`config.mk`:
```
export PLATFORM = sky130hd
export DESIGN_NAME = pt_feeder_flat
export DESIGN_NICKNAME = d
export VERILOG_FILES = /design/src/rtl/pt_feeder_pkg.sv /design/src/rtl/pt_feeder_if.sv /design/src/rtl/pt_fifo.sv /design/src/rtl/pt_feeder.sv /design/src/flat_wrapper.sv
export SDC_FILE = /design/constraint.sdc
export NUM_CORES = 1
export LEC_CHECK = 0
export BUFFER_PORTS_ARGS = -buffer_cell sky130_fd_sc_hd__buf_4
export CORE_MARGIN = 2
export CORE_UTILIZATION = 53
export DETAILED_ROUTE_END_ITERATION = 8
export PLACE_DENSITY = 0.76
export SLEW_MARGIN = 20
export SYNTH_ARGS = -nofsm -noshare
export SYNTH_HDL_FRONTEND = slang
export SYNTH_SLANG_ARGS = --single-unit
```
`constraint.sdc`:
```
create_clock -name CLK -period 8.2 [get_ports CLK]
set_clock_uncertainty 0.05 [all_clocks]
set_input_delay 1.23 -clock CLK [delete_from_list [all_inputs] [get_ports CLK]]
set_output_delay 1.23 -clock CLK [all_outputs]
set_load 0.02 [all_outputs]
```
`src/rtl/pt_feeder_pkg.sv`:
```
// pt_pkg: shared widths, phase encoding and chunk selection for the point feeder
package pt_pkg;
  localparam int COORD_W       = 10;
  localparam int CHUNK_W       = 5;
  localparam int CHUNKS_PER_PT = 4;
  localparam int PT_CNT_W      = 12;
  localparam int PT_W          = 2 * COORD_W;
  localparam logic [PT_CNT_W-1:0] PT_CNT_MAX = '1;
  typedef enum logic [1:0] {
    P_XH = 2'd0,
    P_XL = 2'd1,
    P_YH = 2'd2,
    P_YL = 2'd3
  } phase_e;
  function automatic logic [CHUNK_W-1:0] chunk_of(input logic [PT_W-1:0] pt, input phase_e ph);
    return pt[PT_W-1-CHUNK_W*int'(ph) -: CHUNK_W];
  endfunction
endpackage

```
`src/rtl/pt_feeder_if.sv`:
```
// pt_feeder_if: producer handshake, engine chunk bus and status of the point feeder
interface pt_feeder_if import pt_pkg::*; #(parameter int AW = 4);
  logic [COORD_W-1:0]  IN_X;
  logic [COORD_W-1:0]  IN_Y;
  logic                IN_VALID;
  logic                IN_READY;
  logic                READ_PT;
  logic [CHUNK_W-1:0]  PT_XY;
  logic [AW:0]         FIFO_CNT;
  logic [PT_CNT_W-1:0] PT_CNT;
  logic                UNDERFLOW;
  modport master (
    output IN_X, IN_Y, IN_VALID, READ_PT,
    input  IN_READY, PT_XY, FIFO_CNT, PT_CNT, UNDERFLOW
  );
  modport slave (
    input  IN_X, IN_Y, IN_VALID, READ_PT,
    output IN_READY, PT_XY, FIFO_CNT, PT_CNT, UNDERFLOW
  );
endinterface

```
`src/rtl/pt_fifo.sv`:
```
// pt_fifo: synchronous FIFO with occupancy count; push ignored when full, pop ignored when empty
module pt_fifo #(
  parameter int W     = 20,
  parameter int DEPTH = 16,
  parameter int AW    = 4
) (
  input  logic          clk,
  input  logic          rst_n,
  input  logic          push_i,
  input  logic          pop_i,
  input  logic [W-1:0]  din_i,
  output logic [W-1:0]  dout_o,
  output logic          full_o,
  output logic          empty_o,
  output logic [AW:0]   cnt_o
);
  logic [W-1:0]  mem_q [DEPTH];
  logic [AW-1:0] wp_q, wp_d, rp_q, rp_d;
  logic [AW:0]   cnt_q, cnt_d;
  logic          do_push, do_pop;
  assign full_o  = cnt_q == (AW+1)'(DEPTH);
  assign empty_o = cnt_q == '0;
  assign cnt_o   = cnt_q;
  assign dout_o  = mem_q[rp_q];
  assign do_push = push_i && !full_o;
  assign do_pop  = pop_i && !empty_o;
  // pointer and occupancy next state; pointers wrap naturally at DEPTH
  always_comb begin
    wp_d  = wp_q + AW'(do_push);
    rp_d  = rp_q + AW'(do_pop);
    cnt_d = cnt_q + (AW+1)'(do_push) - (AW+1)'(do_pop);
  end
  // storage array, no reset needed since reads are gated by occupancy
  always_ff @(posedge clk) begin
    if (do_push) mem_q[wp_q] <= din_i;
  end
  // pointer and occupancy registers
  always_ff @(posedge clk or negedge rst_n) begin
    if (!rst_n) begin
      wp_q  <= '0;
      rp_q  <= '0;
      cnt_q <= '0;
    end else begin
      wp_q  <= wp_d;
      rp_q  <= rp_d;
      cnt_q <= cnt_d;
    end
  end
endmodule

```
`src/rtl/pt_feeder.sv`:
```
// pt_feeder: buffers (x,y) points and serialises each as four 5-bit chunks on READ_PT requests
module pt_feeder import pt_pkg::*; #(
  parameter int DEPTH = 16,
  parameter int AW    = 4
) (
  input  logic        CLK,
  input  logic        RST_N,
  pt_feeder_if.slave  bus
);
  phase_e              phase_q, phase_d;
  logic [PT_W-1:0]     hold_q, hold_d, head;
  logic [CHUNK_W-1:0]  pt_xy_q, pt_xy_d;
  logic [PT_CNT_W-1:0] pt_cnt_q, pt_cnt_d;
  logic                underflow_q, underflow_d;
  logic                full, empty, start;
  assign start         = bus.READ_PT && phase_q == P_XH;
  assign bus.IN_READY  = !full;
  assign bus.PT_XY     = pt_xy_q;
  assign bus.PT_CNT    = pt_cnt_q;
  assign bus.UNDERFLOW = underflow_q;
  pt_fifo #(.W(PT_W), .DEPTH(DEPTH), .AW(AW)) u_fifo (
    .clk     (CLK),
    .rst_n   (RST_N),
    .push_i  (bus.IN_VALID),
    .pop_i   (start),
    .din_i   ({bus.IN_X, bus.IN_Y}),
    .dout_o  (head),
    .full_o  (full),
    .empty_o (empty),
    .cnt_o   (bus.FIFO_CNT)
  );
  // phase advance, hold load at P_XH (zero point on underflow), chunk select and counters
  always_comb begin
    phase_d     = bus.READ_PT ? phase_e'(phase_q + 2'd1) : phase_q;
    hold_d      = start ? (empty ? '0 : head) : hold_q;
    pt_xy_d     = bus.READ_PT ? chunk_of(hold_d, phase_q) : pt_xy_q;
    pt_cnt_d    = (bus.READ_PT && phase_q == P_YL && pt_cnt_q != PT_CNT_MAX) ? pt_cnt_q + PT_CNT_W'(1) : pt_cnt_q;
    underflow_d = underflow_q || (start && empty);
  end
  // phase state and datapath registers
  always_ff @(posedge CLK or negedge RST_N) begin
    if (!RST_N) begin
      phase_q     <= P_XH;
      hold_q      <= '0;
      pt_xy_q     <= '0;
      pt_cnt_q    <= '0;
      underflow_q <= 1'b0;
    end else begin
      phase_q     <= phase_d;
      hold_q      <= hold_d;
      pt_xy_q     <= pt_xy_d;
      pt_cnt_q    <= pt_cnt_d;
      underflow_q <= underflow_d;
    end
  end
endmodule

```
`src/flat_wrapper.sv`:
```
// flat-port wrapper written by rule: the top's interface ports become plain ports
module pt_feeder_flat import pt_pkg::*;
#(
  parameter int DEPTH = 16,
  parameter int AW    = 4
)
  (CLK, RST_N, bus_IN_X, bus_IN_Y, bus_IN_VALID, bus_READ_PT, bus_IN_READY, bus_PT_XY, bus_FIFO_CNT, bus_PT_CNT, bus_UNDERFLOW);
  pt_feeder_if #(.AW(AW)) bus_i ();
  input  logic CLK;
  input  logic RST_N;
  input wire logic [$bits(bus_i.IN_X)-1:0] bus_IN_X;
  input wire logic [$bits(bus_i.IN_Y)-1:0] bus_IN_Y;
  input wire logic [$bits(bus_i.IN_VALID)-1:0] bus_IN_VALID;
  input wire logic [$bits(bus_i.READ_PT)-1:0] bus_READ_PT;
  output wire logic [$bits(bus_i.IN_READY)-1:0] bus_IN_READY;
  output wire logic [$bits(bus_i.PT_XY)-1:0] bus_PT_XY;
  output wire logic [$bits(bus_i.FIFO_CNT)-1:0] bus_FIFO_CNT;
  output wire logic [$bits(bus_i.PT_CNT)-1:0] bus_PT_CNT;
  output wire logic [$bits(bus_i.UNDERFLOW)-1:0] bus_UNDERFLOW;
  assign bus_i.IN_X = bus_IN_X;
  assign bus_i.IN_Y = bus_IN_Y;
  assign bus_i.IN_VALID = bus_IN_VALID;
  assign bus_i.READ_PT = bus_READ_PT;
  assign bus_IN_READY = bus_i.IN_READY;
  assign bus_PT_XY = bus_i.PT_XY;
  assign bus_FIFO_CNT = bus_i.FIFO_CNT;
  assign bus_PT_CNT = bus_i.PT_CNT;
  assign bus_UNDERFLOW = bus_i.UNDERFLOW;
  pt_feeder #(.DEPTH(DEPTH), .AW(AW)) u_core (.CLK(CLK), .RST_N(RST_N), .bus(bus_i));
endmodule
```
==> impl_metrics.env <==
export IMPL_status="completed"
export IMPL_setup_violations=0
export IMPL_routed_via_density=6.17
export IMPL_diodes=0
export IMPL_clk_lat_worst_skew_ps=520
export IMPL_finalSetupTns_ps=0
export IMPL_dominantRegCellSynth="sky130_fd_sc_hd__edfxtp_1"
export IMPL_start_util_pct=54.1
export IMPL_filler_cells_inserted=1940
export IMPL_final_core_utilization_pct=61.3
export IMPL_portBuffers=47
export IMPL_global_placement_routability_congestion=0.928
export IMPL_clock_sinks=373
export IMPL_pwr_density_cell_nw_per_um2=353
export IMPL_cts_tree="built"
export IMPL_post_synth_top_area_fraction_pct=63.8
export IMPL_synth_top_area_cell="sky130_fd_sc_hd__edfxtp_1"
export IMPL_type_of_destination_of_the_critical_path="flop"
export IMPL_worst_ir_drop_vdd_mv=0.172
export IMPL_cts_buffers_inserted=39
export IMPL_postSynthNetCount=840
export IMPL_dp_final_hpwl_um=17900
export IMPL_timing_hold_violations_final=0
export IMPL_finalMaxSlewViolations=0
export IMPL_clkPwrFrac_pct=28.1
export IMPL_clkSlewWorstSetupHoldPaths_ps=60
export IMPL_post_synth_main_area_contributors="sky130_fd_sc_hd__edfxtp_1, sky130_fd_sc_hd__mux4_2, sky130_fd_sc_hd__dfrtp_1, sky130_fd_sc_hd__mux2i_1, sky130_fd_sc_hd__mux4_1"
export IMPL_path_max_fanout=25
export IMPL_r2r_end="u_core.bus.PT_XY[0]"
export IMPL_async_flop_share_pct=14.2
export IMPL_routed_wl_um=32800
export IMPL_boundaryPins=48
export IMPL_die_outline_area_um2=29800
export IMPL_avgSynthCellArea_um2=18.8
export IMPL_drc_errors=0
export IMPL_hold_path_cell_count=1
export IMPL_comb_power_share_pct=29.5
export IMPL_hold_path_class="flop to flop"
export IMPL_post_route_worst_hold_slack_ps=446
export IMPL_final_net_count=911
export IMPL_dieHeight_um=173
export IMPL_p_leak_uw=0.00596
export IMPL_grt_start_max_net_pins=54
export IMPL_fmax_mhz=259
export IMPL_cells_after_synthesis=802
export IMPL_h_tree_level_count=2
export IMPL_drt_antenna_violating_nets=0
export IMPL_layout_cells_non_filler=1279
export IMPL_grt_antenna_before_repair=1
export IMPL_globalRoute_totalOverflow=0
export IMPL_grt_pass1_vias=8004
export IMPL_area_growth_from_synthesis_to_layout_pct=13.4
export IMPL_multiInputGateArea_um2=3820
export IMPL_power_frac_seq_pct=42.5
export IMPL_ys_ff_latch=373
export IMPL_grt_util_all_layers_pct=22.5
export IMPL_seq_area_um2=10900
export IMPL_dp_worst_setup_slack_ps=4460
export IMPL_synth_enable_flop_cells=320
export IMPL_power_net_switching_uw=1920
export IMPL_reg2reg_from="u_core.phase_q[1]"
export IMPL_core_area_um2=27900
export IMPL_yosys_warning_total=0
export IMPL_clock_tree_root_buffer_cell="sky130_fd_sc_hd__clkbuf_16"
export IMPL_cts_path_max_buffers=3
export IMPL_timing_final_ws_setup_ps=4340
export IMPL_initial_drc_count=714
export IMPL_global_route_wire_length_before_repair_um=50000
export IMPL_hold_end="u_core.bus.UNDERFLOW"
export IMPL_detailedRoute_firstPassIterationCount=7
export IMPL_num_vias=7890
export IMPL_synth_commonest_cells="sky130_fd_sc_hd__edfxtp_1, sky130_fd_sc_hd__mux4_2, sky130_fd_sc_hd__dfrtp_1"
export IMPL_horizontal_die_dimension_um=173
export IMPL_synth_distinct_cells=64
export IMPL_critPathKind="flop to flop"
export IMPL_cts_setup_buffers=0
export IMPL_reg2reg_setup_slack_ps=4340
export IMPL_post_route_min_period_ps=3860
export IMPL_critPathLaunchType="flop"
export IMPL_rsz_0062_raised_after_global_routing="false"
export IMPL_cp_data_required_time_ps=8580
export IMPL_hold_path_startpoint="u_core.bus.UNDERFLOW"
export IMPL_ctsResizeCount=0
export IMPL_max_cap_viol_count=0
export IMPL_number_of_buffers_added_to_fix_hold_violations_after_cts=0
export IMPL_wire_per_inst_um=25.7
export IMPL_synthesized_cell_area_um2=15100
export IMPL_crit_arrival_ps=4240
export IMPL_drive_above_1_share_pct=24.5
export IMPL_dp_cells=1210
export IMPL_worstMarginPinSlew_ps=937
export IMPL_row_count=61
export IMPL_synthMostInstantiatedCell="sky130_fd_sc_hd__edfxtp_1"
export IMPL_reg2regPathDepth=10
export IMPL_internal_power_uw=4120
export IMPL_synth_yosys_seq_area_share_pct=72.6
export IMPL_period_share_pct=47.1
export IMPL_slew_limit_headroom_pct=35.9
export IMPL_switching_share_pct=31.8
[cell usage in the layout, fill, tap and decap left out, drive strengths merged, types with 13 or more instances in the layout]
master / instances
nand2: 33
ha: 13
nand3: 15
mux4: 78
dfrtp: 53
buf: 70
inv: 23
mux2i: 32
clkbuf: 51
edfxtp: 320
clkinv: 14
nor2: 41
nor3: 15
a21oi: 25
[layout make-up]
type | instances | area share [%]
flip-flops and latches | 373 | 64.1
multi-input cells | 366 | 22.4
clock buffers | 51 | 6.23
repair buffers | 70 | 3.08
well taps | 378 | 2.77
clock inverters | 18 | 0.967
inverters | 23 | 0.505
[sequential cells by signal, indices dropped and copies added, names as in the netlist]
register and count:
u_core.u_fifo.cnt_o 5, u_core.u_fifo.wp_q 4, u_core.u_fifo.rp_q 4, u_core.phase_q 2, u_core.bus.UNDERFLOW 1, u_core.u_fifo.mem_q 320
u_core.hold_q 20, u_core.bus.PT_XY 5, u_core.bus.PT_CNT 12
[stage by stage]
| stage | area [µm²] | power (µW) |
|---|---|---|
| floorplan | 15100 | 3850 |
| detailed placement | 15900 | 4370 |
| CTS | 17100 | 6070 |
| global placement | 15900 | 4330 |
| global route | 17100 | 6300 |
| finish | 17100 | 6030 |
[cell families after synthesis]
group / synth area share (%)
adder cells (fa/ha/maj): 1.21
AND/OR/NAND/NOR: 4.07
buffers and inverters: 2.35
multiplexers: 14.4
flip-flops: 72.6
XOR/XNOR: 1.16
AO/OA/AOI/OAI: 4.22
[power groups by stage]
stage | Combinational (µW) | Clock, µW | Sequential (µW)
2_1_floorplan | 1350 | 0 | 2500
3_3_place_gp | 1750 | 0 | 2590
3_5_place_dp | 1770 | 0 | 2600
4_1_cts | 1780 | 1720 | 2560
6_report | 1780 | 1690 | 2560
5_1_grt | 1920 | 1790 | 2590
[critical path, stage by stage (launching register included)]
cell and delay, ps:
sky130_fd_sc_hd__dfrtp_1 920, sky130_fd_sc_hd__inv_1 310, sky130_fd_sc_hd__ha_1 320, sky130_fd_sc_hd__nand2_1 230, sky130_fd_sc_hd__buf_4 350, sky130_fd_sc_hd__nand2_1 80, sky130_fd_sc_hd__o21ai_0 110, sky130_fd_sc_hd__nor2_1 90
sky130_fd_sc_hd__a2111oi_0 850, sky130_fd_sc_hd__o31ai_1 190, sky130_fd_sc_hd__a211oi_1 270
[worst max path at each step]
| stage | startpoint | to | slack [ps] | cells past startpoint |
|---|---|---|---|---|
| after floorplan | bus_IN_VALID | u_core.u_fifo.mem_q[0][0] | 4500 | 4 |
| after global routing | u_core.phase_q[1] | u_core.bus.PT_XY[0] | 4070 | 10 |
| after global placement | u_core.u_fifo.rp_q[2] | u_core.bus.PT_XY[3] | 4520 | 8 |
| after detailed placement | u_core.u_fifo.rp_q[2] | u_core.bus.PT_XY[0] | 4460 | 8 |
| after CTS | u_core.u_fifo.rp_q[2] | u_core.bus.PT_XY[3] | 4430 | 8 |
| final | u_core.phase_q[1] | u_core.bus.PT_XY[0] | 4340 | 10 |
[per-layer routing]
layer | track usage [%] | part of all wire (%)
met5 | 0 | 0.030
met4 | 7.19 | 2.8
met3 | 5.01 | 8.3
met2 | 35.6 | 49
met1 | 31.7 | 40
No activity file was read; power rests on OpenSTA's default activity.
